[src/rtl/branch_fetch_ctrl.sv]
// Instruction-stream front end: forwards ordinary opcodes and drives the
// program counter's load/offset controls for two-byte branches and HALT.
module branch_fetch_ctrl #(
  parameter int PC_WIDTH = 8
) (
  input  logic                clk,
  input  logic                res,
  input  logic [PC_WIDTH-1:0] pc,
  input  logic [7:0]          instr,
  input  logic                zero,
  input  logic                carry,
  output logic                wr_en,
  output logic                add_offset,
  output logic [PC_WIDTH-1:0] counteradress,
  output logic                op_valid,
  output logic [7:0]          op_code,
  output logic                halted,
  output logic [7:0]          branch_count
);

  localparam logic [7:0] OP_JMP  = 8'hF0;
  localparam logic [7:0] OP_JR   = 8'hF4;
  localparam logic [7:0] OP_JZ   = 8'hF8;
  localparam logic [7:0] OP_JC   = 8'hFC;
  localparam logic [7:0] OP_HALT = 8'hFF;

  typedef enum logic [1:0] {FETCH_OP, FETCH_ARG, HALT} state_t;
  typedef enum logic [2:0] {BR_NONE, BR_JMP, BR_JR, BR_JZ, BR_JC} br_kind_t;

  state_t     state_q, state_d;
  br_kind_t   kind_q, kind_d;
  logic [7:0] count_q, count_d;
  logic       taken, relative;

  always_ff @(posedge clk or posedge res) begin
    if (res) begin
      state_q <= FETCH_OP;
      kind_q  <= BR_NONE;
      count_q <= '0;
    end else begin
      state_q <= state_d;
      kind_q  <= kind_d;
      count_q <= count_d;
    end
  end

  always_comb begin
    state_d       = state_q;
    kind_d        = kind_q;
    count_d       = count_q;
    taken         = 1'b0;
    relative      = 1'b0;
    wr_en         = 1'b0;
    add_offset    = 1'b0;
    counteradress = '0;
    op_valid      = 1'b0;
    op_code       = '0;

    case (state_q)
      FETCH_OP: begin
        case (instr)
          OP_JMP:  begin kind_d = BR_JMP; state_d = FETCH_ARG; end
          OP_JR:   begin kind_d = BR_JR;  state_d = FETCH_ARG; end
          OP_JZ:   begin kind_d = BR_JZ;  state_d = FETCH_ARG; end
          OP_JC:   begin kind_d = BR_JC;  state_d = FETCH_ARG; end
          OP_HALT: begin
            wr_en         = 1'b1;
            counteradress = pc;
            state_d       = HALT;
          end
          default: begin
            op_valid = 1'b1;
            op_code  = instr;
          end
        endcase
      end
      FETCH_ARG: begin
        case (kind_q)
          BR_JMP:  taken = 1'b1;
          BR_JR:   begin taken = 1'b1;  relative = 1'b1; end
          BR_JZ:   taken = zero;
          BR_JC:   begin taken = carry; relative = 1'b1; end
          default: taken = 1'b0;
        endcase
        if (taken) begin
          wr_en      = 1'b1;
          add_offset = relative;
          // Offsets are two's complement, so widen them signed; absolute targets zero-extend.
          counteradress = relative ? PC_WIDTH'($signed(instr)) : PC_WIDTH'(instr);
          if (count_q != 8'hFF) count_d = count_q + 8'd1;
        end
        kind_d  = BR_NONE;
        state_d = FETCH_OP;
      end
      HALT: begin
        wr_en         = 1'b1;
        counteradress = pc;
      end
      default: state_d = FETCH_OP;
    endcase

    // Reset must silence the PC controls immediately, not just at the next edge.
    if (res) begin
      wr_en         = 1'b0;
      add_offset    = 1'b0;
      counteradress = '0;
      op_valid      = 1'b0;
      op_code       = '0;
    end
  end

  assign halted       = (state_q == HALT);
  assign branch_count = count_q;

endmodule

[config.mk]
export PLATFORM = sky130hd
export DESIGN_NAME = branch_fetch_ctrl
export DESIGN_NICKNAME = d
export VERILOG_FILES = /design/src/rtl/branch_fetch_ctrl.sv
export SDC_FILE = /design/constraint.sdc
export NUM_CORES = 1
export LEC_CHECK = 0
export BUFFER_PORTS_ARGS = -buffer_cell sky130_fd_sc_hd__buf_4
export CAP_MARGIN = 15
export CELL_PAD_IN_SITES_DETAIL_PLACEMENT = 2
export CELL_PAD_IN_SITES_GLOBAL_PLACEMENT = 2
export CORE_MARGIN = 1.5
export CORE_UTILIZATION = 27
export CTS_CLUSTER_SIZE = 25
export DETAILED_ROUTE_END_ITERATION = 10
export PLACE_DENSITY_LB_ADDON = 0.1
export REMOVE_ABC_BUFFERS = 1
export SLEW_MARGIN = 40
export SYNTH_ARGS = -nofsm -noshare
export SYNTH_HDL_FRONTEND = slang
export SYNTH_SLANG_ARGS = --single-unit
[constraint.sdc]
create_clock -name clk -period 3.95 [get_ports clk]
set_input_delay 0.1975 -clock clk [delete_from_list [all_inputs] [get_ports clk]]
set_output_delay 0.1975 -clock clk [all_outputs]
set_load 0.005 [all_outputs]
# After elaboration in Yosys (flattened, before gate mapping)
# Cells that the tools add are included.
[op_classes] n_addsub=1 n_eq_ne=14 muxes=24 bitwise_logic=1 n_reduce_logical=9
[ops] op="2-to-1 mux 8 bit" n=6
[ops] op="equality test 8 bit, second input constant" n=5
[ops] op="case mux 8 bit (3 select lines)" n=1
[ops] op="case mux 3 bit (4 select lines)" n=1
[ops] op="2-to-1 mux 1 bit" n=11
[ops] op="adder 8 x 1 -> 8 bit, second input constant" n=1
[ops] op="inequality test 8 bit, second input constant" n=1
[ops] op="case mux 2 bit (2 select lines)" n=2
[ops] op="equality test 3 x 2 -> 1 bit, second input constant" n=2
[ops] op="case mux 1 bit (3 select lines)" n=2
[ops] op="case mux 3 bit (2 select lines)" n=1
[ops] op="inequality test 5 bit, second input constant" n=1
[ops] op="OR reduction 5 bit" n=1
[ops] op="AND reduction 2 bit" n=2
[ops] op="OR reduction 2 bit" n=2
[ops] op="OR reduction 4 bit" n=1
[ops] op="equality test 3 x 1 -> 1 bit, second input constant" n=1
[ops] op="equality test 3 bit, second input constant" n=1
[ops] op="inequality test 3 x 2 -> 1 bit, second input constant" n=1
[ops] op="AND reduction 3 bit" n=1
[ops] op="equality test 2 x 1 -> 1 bit, second input constant" n=1
[ops] op="equality test 2 bit, second input constant" n=1
[ops] op="logical NOT 2 bit" n=1
[ops] op="nonzero test 2 bit" n=1
[ops] op="NOT 1 bit" n=1
[totals] register_bits=13 in_bits=20

# Logic depth before layout (Yosys ltp)
# Gate-level depths: netlist of run 1.
[depth] ltp_word=7 depth_mapped=6 mapped_depth_nobuf=5

# Least setup slack after synthesis of run 1
# OpenSTA, ideal clock, no wires.
[synth_timing] path_type="reg-to-reg" from="reg count_q[0], in the netlist branch_count[0]" to="reg count_q[1], in the netlist branch_count[1]" t_arrival_ps=1347 required_ps=3825 setup_slack_ps=2478 stages_incl_launch_ff=6 path_buffers=0 period_less_slack_ps=1472 path_cell_list="dfrtp_1 -> ha_1 -> nand3_1 -> o21ai_4 -> nor2_1 -> mux2_2"
[synth_between] elab_chain_len=2 word_cells_on_any_way=3
[synth_rtl] item="start, declared" line="32" text="logic [7:0] count_q, count_d;"
[synth_rtl] item="start signal, assigned" line="43" text="count_q <= count_d;"
[synth_rtl] item="branches (longest 2 deep; another with adder 8 x 1 -> 8 bit)"
# Parallel ways; which one is timed is not known.
# A chain may end at the register's enable or synchronous reset.

# Worst setup path after layout of run 1
[layout_timing] from="reg state_q[0]" to="out add_offset"
[layout_between] elab_chain_len=3
[layout_rtl] item="start, declared" line="30" text="state_t state_q, state_d;"
[layout_rtl] item="start signal, assigned" line="41" text="state_q <= state_d;"
[layout_rtl] item="equality test 2 x 1 -> 1 bit" line="59" text="case (state_q)"
[layout_rtl] item="2-to-1 mux 1 bit" line="59"
[layout_rtl] item="2-to-1 mux 1 bit" line="103" text="if (res) begin"
[layout_rtl] item="end, declared" line="13" text="output logic add_offset,"
# No other way between the ends.

==> flow_metrics.env, run 1 <==
export IMPL_post_place_cells=209
export IMPL_met1_usage_pct=22.9
export IMPL_cts_buffer_depth=2
export IMPL_timing_critical_path_arrival_ns=1.86
export IMPL_min_period_ns=2.06
export IMPL_grt_start_max_net_pins=18
export IMPL_fin_crit_sh_pct=52.2
export IMPL_synth_ff_type="dfrtp_1"
export IMPL_hold_class="primary input to async pin"
export IMPL_ys_warn_count=0
export IMPL_max_stage_delay_ns=0.66
export IMPL_route_detailed_drc=0
export IMPL_start_util_pct=28.3
export IMPL_post_cts_buffers=0
export IMPL_tritoncts="built"
export IMPL_grt_pass1_vias=1115
export IMPL_multi_input_comb_area_um2=627
export IMPL_chipWidth_um=64.9
export IMPL_cts_sinks=13
export IMPL_cts_root_buf="clkbuf_8"
export IMPL_worstPathRequired_ns=3.75
export IMPL_cts_max_level=1
export IMPL_outcome="completed"
export IMPL_grt_usage_pct=17.6
export IMPL_core_area_um2=3660
export IMPL_cp_end_kind="output port"
export IMPL_wl_per_cell_um=15.8
export IMPL_drt_pass1_iter_count=4
export IMPL_synth_edf_count=0
export IMPL_grt_busiest_layer="met2"
export IMPL_die_area_um2=4220
export IMPL_path_cells="nor2b_4, nand2b_1, nor4_1, buf_4"
export IMPL_cp_max_fo=17
export IMPL_p_per_area_nw_per_um2=326
export IMPL_ctsHoldBuffers=0
export IMPL_skew_ns=0.000508
export IMPL_syn_area_per_cell_um2=8.63
export IMPL_drive_gt1_share_pct=37.0
export IMPL_port_buffers=47
export IMPL_yosys_register_bits=13
export IMPL_nets=187
export IMPL_ios=48
export IMPL_synth_compound_area_share_pct=16.9
export IMPL_crit_buf_inv=1
export IMPL_finalSetupTns_ns=0
export IMPL_peakVddDrop_mv=0.210
export IMPL_cts_clk_slew_worst_paths_ns=0.06
export IMPL_pre_cts_ws_ns=2.10
export IMPL_row_count=22
export IMPL_total_leakage_power_uw=0.000715
export IMPL_critPathKind="register to output port"
export IMPL_antenna_found_initial=0
export IMPL_final_setup_worst_slack_ns=1.89
export IMPL_cts_buffers=3
export IMPL_gp_congestion=0.729
export IMPL_dr_first_iter_drc_count=22
export IMPL_via_per_inst=4.94
export IMPL_cts_resized=0
export IMPL_rsz0062_at_grt="false"
export IMPL_maxCapViolations=0
export IMPL_synth_adder_area_share_pct=1.21
export IMPL_final_cells=213
export IMPL_synth_top_area_share_pct=31.4
export IMPL_synth_top_area_cell="dfrtp_1"
export IMPL_synth_cells=120
export IMPL_synth_top_family_by_area="simple AND/OR/NAND/NOR gates"
export IMPL_dp_hpwl_mm=2.67
export IMPL_nFillCells=416
export IMPL_worstMarginPinSlew_ns=0.530
export IMPL_detail_route_antenna_nets=0
export IMPL_synth_simple_gate_area_share_pct=33.7
export IMPL_synth_async_sr_flop_share_pct=100
export IMPL_diodes=0
export IMPL_vias=1053
export IMPL_netlist_area_um2=1040
export IMPL_critPathLaunchType="register"
export IMPL_synth_area_mux_share_pct=1.09
export IMPL_synth_area_leaders="dfrtp_1 (31%), o32a_1 (7.7%), xor2_1 (6.8%), nand2_1 (6.2%), inv_1 (4.0%)"
export IMPL_synthXorXnorAreaFrac_pct=7.61
export IMPL_clk_latency_ns=0.25
export IMPL_synth_distinct_cells=38
export IMPL_critical_path_top_delay_family="simple AND/OR/NAND/NOR gates"
export IMPL_clock_fmax_ghz=0.485
export IMPL_maxSlewHeadroom_pct=64.7
export IMPL_hold_viol=0
export IMPL_grt_pass1_wl_mm=5.66
export IMPL_critPathSlowestCell="dfrtp_1"
export IMPL_setup_violations_final=0
export IMPL_seq_area_um2=325
export IMPL_wirelength_mm=3.37
export IMPL_slew_violations=0
export IMPL_area_growth_pct=40.1
export IMPL_yosysSeqAreaShare_pct=31.4
export IMPL_fp_dieH_um=64.9
export IMPL_grt_util_met3_pct=4.34
export IMPL_gr_total_overflow=0
export IMPL_gr_usage_met2_pct=29.6
-- cell type report --
cell class	instances	share of cell area, %
inverter	11	2.84
clock buffer	4	3.10
tap	48	4.14
sequential	13	22.4
timing repair buffer	47	24.3
multi-input combinational	90	43.2
-- through the flow --
stage	instance area (um2)	hold slack (ns)	total power [uW]	utilization, %
floorplan	993	0.0825	279	-
global placement	1410	0.297	348	38.4
detailed placement	1410	0.300	355	38.4
CTS	1450	0.0272	480	39.6
global route	1450	0.0653	507	39.6
finish	1450	0.00962	474	39.6
-- layout by cell type (no fill, tap or decap), types with 2 or more instances in the layout --
cell type	count
and2_1	6
o32a_1	8
nand4_1	2
o21ai_0	3
dfrtp_1	13
buf_4	47
nor3_1	2
a22oi_1	2
nor4_1	4
inv_1	11
nand2_1	17
nor3_2	2
nand3_1	3
xor2_1	8
and3_1	3
clkbuf_8	3
nor2_1	9
and4_1	3
-- flip-flops by register name, summed over array words and instances (netlist names) --
name and cells:
branch_count 8, state_q 2, kind_q 3
-- path summary, 6_finish.rpt --
| kind | start | endpoint | slack, ns | depth (start not counted) |
|---|---|---|---|---|
| max | state_q[0]$_DFFE_PP0P_ | add_offset | 1.89 | 4 |
| min reg2reg | branch_count[7]$_DFFE_PP0P_ | branch_count[7]$_DFFE_PP0P_ | 0.52 | 1 |
| min in group clk | instr[0] | state_q[0]$_DFFE_PP0P_ | 0.28 | 3 |
| min | res | kind_q[0]$_DFFE_PP0P_ | 0.01 | 2 |
| max in group asynchronous | res | branch_count[5]$_DFFE_PP0P_ | 3.59 | 2 |
| max reg2reg | state_q[0]$_DFFE_PP0P_ | branch_count[1]$_DFFE_PP0P_ | 2.08 | 4 |
-- synth_stat cells, types with 2 or more instances --
cell type	instances
nand2_1	17
a22oi_1	2
clkbuf_1	2
nand4_1	2
and3_1	3
buf_6	2
nor3_1	2
and2_1	6
nor3_2	2
inv_1	11
xor2_1	8
nor4_1	4
o32a_1	8
dfrtp_1	13
nor2_1	9
o21ai_0	3
and4_1	3
nand3_1	3
-- metal layers --
metal,vias up,routed length [um]
met1,515,1560
met5,-,0
met3,2,124
li1,512,-
met2,24,1670
met4,0,18
-- cells by family (layout without fill, tap and decap cells) --
| family | count (synthesis) | after routing |
|---|---|---|
| fa+ha+maj | 1 | 1 |
| compound gates | 19 | 19 |
| buf+inv | 17 | 62 |
| flops | 13 | 13 |
| simple gates | 60 | 60 |
| xor+xnor | 9 | 9 |
| mux | 1 | 1 |
-- where the power goes --
part           total, uW  switching (uW)  internal, uW
clock network        122            50.7          71.4
logic                166            83.3          82.9
registers            185            33.3           152
total                474             167           306
-- worst reg2reg max path, cell delays in order, from the launching register on --
cell	delay (ns)
dfrtp_1	0.66
nor2b_4	0.39
o21ai_4	0.15
nor2_1	0.21
mux2_2	0.35
Power figures use the tool's default switching activity.
==> run 2, diff against run 1 <==
ABC_AREA = 1   (was unset)
CORE_UTILIZATION = 21   (was 27)
clock period = 1.78 ns   (was 3.95 ns; I/O delays follow)
==> run 2 against run 1 <==
Net effect: critical path depth is 2 higher; sequential cell count stayed put; die area is 29% higher; core utilization is 6.4 points lower; sequential power is 60% higher; routed wire length is 15% higher; worst hold slack better by 0.24 ns; setup slack worse by 1.8 ns; final area is 8.8% higher; clock power is 120% higher; largest cell class unchanged; largest power group unchanged; highest routed layer unchanged.
==> flow_metrics.env, run 2 <==
export IMPL_detail_route_antenna_nets=0
export IMPL_synth_async_sr_flop_share_pct=100
export IMPL_largest_reg_flops=8
export IMPL_maxSlewHeadroom_pct=78.4
export IMPL_area_growth_pct=50.4
export IMPL_chipWidth_um=73.7
export IMPL_hold_depth=4
export IMPL_synth_distinct_cells=26
export IMPL_grt_pass1_wl_mm=6.31
export IMPL_yosys_register_bits=13
export IMPL_drt_pass1_iter_count=2
export IMPL_tritoncts="built"
export IMPL_cp_end_kind="output port"
export IMPL_final_common_cell="buf_4"
export IMPL_path_cells="dlygate4sd3_1, buf_4, inv_1, nand3_2, nor3b_1, buf_4"
export IMPL_cts_root_buf="clkbuf_8"
export IMPL_clock_fmax_ghz=0.602
export IMPL_cts_sinks=13
export IMPL_nets=230
export IMPL_p_per_area_nw_per_um2=425
export IMPL_crit_buf_inv=4
export IMPL_grt_usage_pct=15.0
export IMPL_max_stage_delay_ns=0.55
export IMPL_wl_per_cell_um=14.1
export IMPL_grt_pass1_vias=1357
export IMPL_die_area_um2=5430
export IMPL_gr_total_overflow=0
export IMPL_setup_violations_final=0
export IMPL_synth_area_leaders="dfrtp_1 (31%), nand2_1 (15%), nand3_1 (7.6%), inv_1 (7.2%), nand3_2 (4.8%)"
export IMPL_hold_class="primary input to register"
export IMPL_outcome="completed"
export IMPL_dr_first_iter_drc_count=21
export IMPL_pre_cts_ws_ns=0.187
export IMPL_row_count=25
export IMPL_synth_common_cells="nand2_1 (41), inv_1 (20), nand3_1 (16), dfrtp_1 (13), nor2_1 (12)"
export IMPL_ios=48
export IMPL_worstPathRequired_ns=1.69
export IMPL_wirelength_mm=3.88
export IMPL_cts_clk_slew_worst_paths_ns=0.05
export IMPL_cp_max_fo=11
export IMPL_route_detailed_drc=0
export IMPL_critPathSlowestCell="dlygate4sd3_1"
export IMPL_port_buffers=47
export IMPL_critical_path_top_delay_family="buffers and inverters"
export IMPL_cts_buffer_depth=2
export IMPL_final_setup_worst_slack_ns=0.119
export IMPL_syn_area_per_cell_um2=6.82
export IMPL_hold_worst_slack_ns=0.252
export IMPL_synth_cells=154
export IMPL_fin_crit_sh_pct=93.3
export IMPL_dp_hpwl_mm=3.15
export IMPL_crit_top_cell="buf_4"
export IMPL_antenna_found_initial=0
export IMPL_grt_start_max_net_pins=16
export IMPL_clk_latency_ns=0.25
export IMPL_peakVddDrop_mv=0.310
export IMPL_critPathLaunchType="primary input"
export IMPL_yosys_cell_count_top_type="nand2_1"
export IMPL_gp_congestion=0.774
export IMPL_total_leakage_power_uw=0.000802
export IMPL_vias=1254
export IMPL_ys_warn_count=0
export IMPL_critPathKind="primary input to output port"
export IMPL_diodes=0
export IMPL_cts_max_level=1
export IMPL_synth_top_area_cell="dfrtp_1"
export IMPL_drive_gt1_share_pct=35.6
export IMPL_worstRegToRegCells=7
export IMPL_netlist_area_um2=1050
export IMPL_start_util_pct=22.1
export IMPL_path_depth=6
export IMPL_synth_edf_count=0
export IMPL_layout_common_cells="buf_4 (53), nand2_1 (40), inv_1 (19)"
export IMPL_yosysSeqAreaShare_pct=31.0
export IMPL_maxCapViolations=0
export IMPL_skew_ns=0.00618
export IMPL_core_area_um2=4750
export IMPL_timing_critical_path_arrival_ns=1.57
export IMPL_synth_top_area_share_pct=31.0
export IMPL_hold_viol=0
export IMPL_worstMarginPinSlew_ns=0.324
export IMPL_slew_violations=0
export IMPL_cts_buffers=3
export IMPL_via_per_inst=4.56
export IMPL_synth_ff_type="dfrtp_1"
export IMPL_fp_dieH_um=73.7
export IMPL_min_period_ns=1.66
==> run 2: timing repair <==
| item | 4_1_cts | 5_1_grt |
|---|---|---|
| buffers inserted | 0 | 2 |
| pin swaps | 0 | 3 |
| hold buffers | 1 | 0 |
| hold endpoints to repair | 13 | 0 |
| cloned | 0 | 0 |
| setup endpoints to repair | 8 | 8 |
| gates resized for setup | 2 | 5 |
==> run 2: worst register-to-register path, stage by stage (launching register included) <==
cell and delay [ns]:
dfrtp_1 0.41, ha_1 0.22, inv_1 0.09, nor2_2 0.05, nand4_1 0.11, nand3_2 0.29, nand2_1 0.15, o21ai_0 0.09
==> run 2: logic make-up (layout without fill, tap and decap cells) <==
logic type | count (synthesis) | in the layout | share of synthesized area (%)
adders and majority gates | 1 | 1 | 1.19
DFF | 13 | 13 | 31.0
AOI/OAI and AO/OA | 18 | 18 | 10.0
buffers and inverters | 25 | 79 | 10.5
and+or+nand+nor | 92 | 92 | 43.1
xor gates and xnor gates | 5 | 5 | 4.17
==> run 2: cell type report <==
class / count / area [um2]
tap: 67 / 83.8
multi-input combinational: 116 / 631
sequential: 13 / 325
fill: 600 / 3180
timing repair buffer: 55 / 419
inverter: 20 / 75.1
clock buffer: 4 / 45.0
==> run 2: per-stage QoR <==
stage          setup TNS, ns  power, uW  utilization (%)  area [um2]  instances
3_5_place_dp               0        400             31.3        1490        268
6_report                   0        670             33.2        1580        275
4_1_cts                    0        686             32.6        1550        273
2_1_floorplan              0        332                -        1010        149
5_1_grt            -0.000973        709             33.2        1580        275
3_3_place_gp               0        396             31.3        1490        268
==> run 2: report_power, final <==
part,total (uW),switching [uW],leakage [uW],internal [uW]
clock,273,115,0.0000228,158
combinational,102,48.6,0.000603,53.1
sequential,296,0,0.000176,296
total,670,163,0.000802,507
==> run 2: metal layers <==
layer  global-route usage, %  up-vias  wire length [um]
met4                    3.09        0                19
li1                        -      608                 -
met5                       0        -                 0
met3                    2.19        4               115
met2                    27.4       18              2130
met1                    18.5      624              1620
==> run 2: final timing paths <==
path / from / end / slack [ns]
max reg2reg: branch_count[1]$_DFFE_PP0P_ / branch_count[6]$_DFFE_PP0P_ / 0.24
min reg2reg: branch_count[1]$_DFFE_PP0P_ / branch_count[1]$_DFFE_PP0P_ / 0.58
min: instr[2] / kind_q[0]$_DFFE_PP0P_ / 0.25
min in group asynchronous: res / branch_count[6]$_DFFE_PP0P_ / 0.55
max in group asynchronous: res / kind_q[2]$_DFFE_PP0P_ / 1.05
max: res / op_code[5] / 0.12
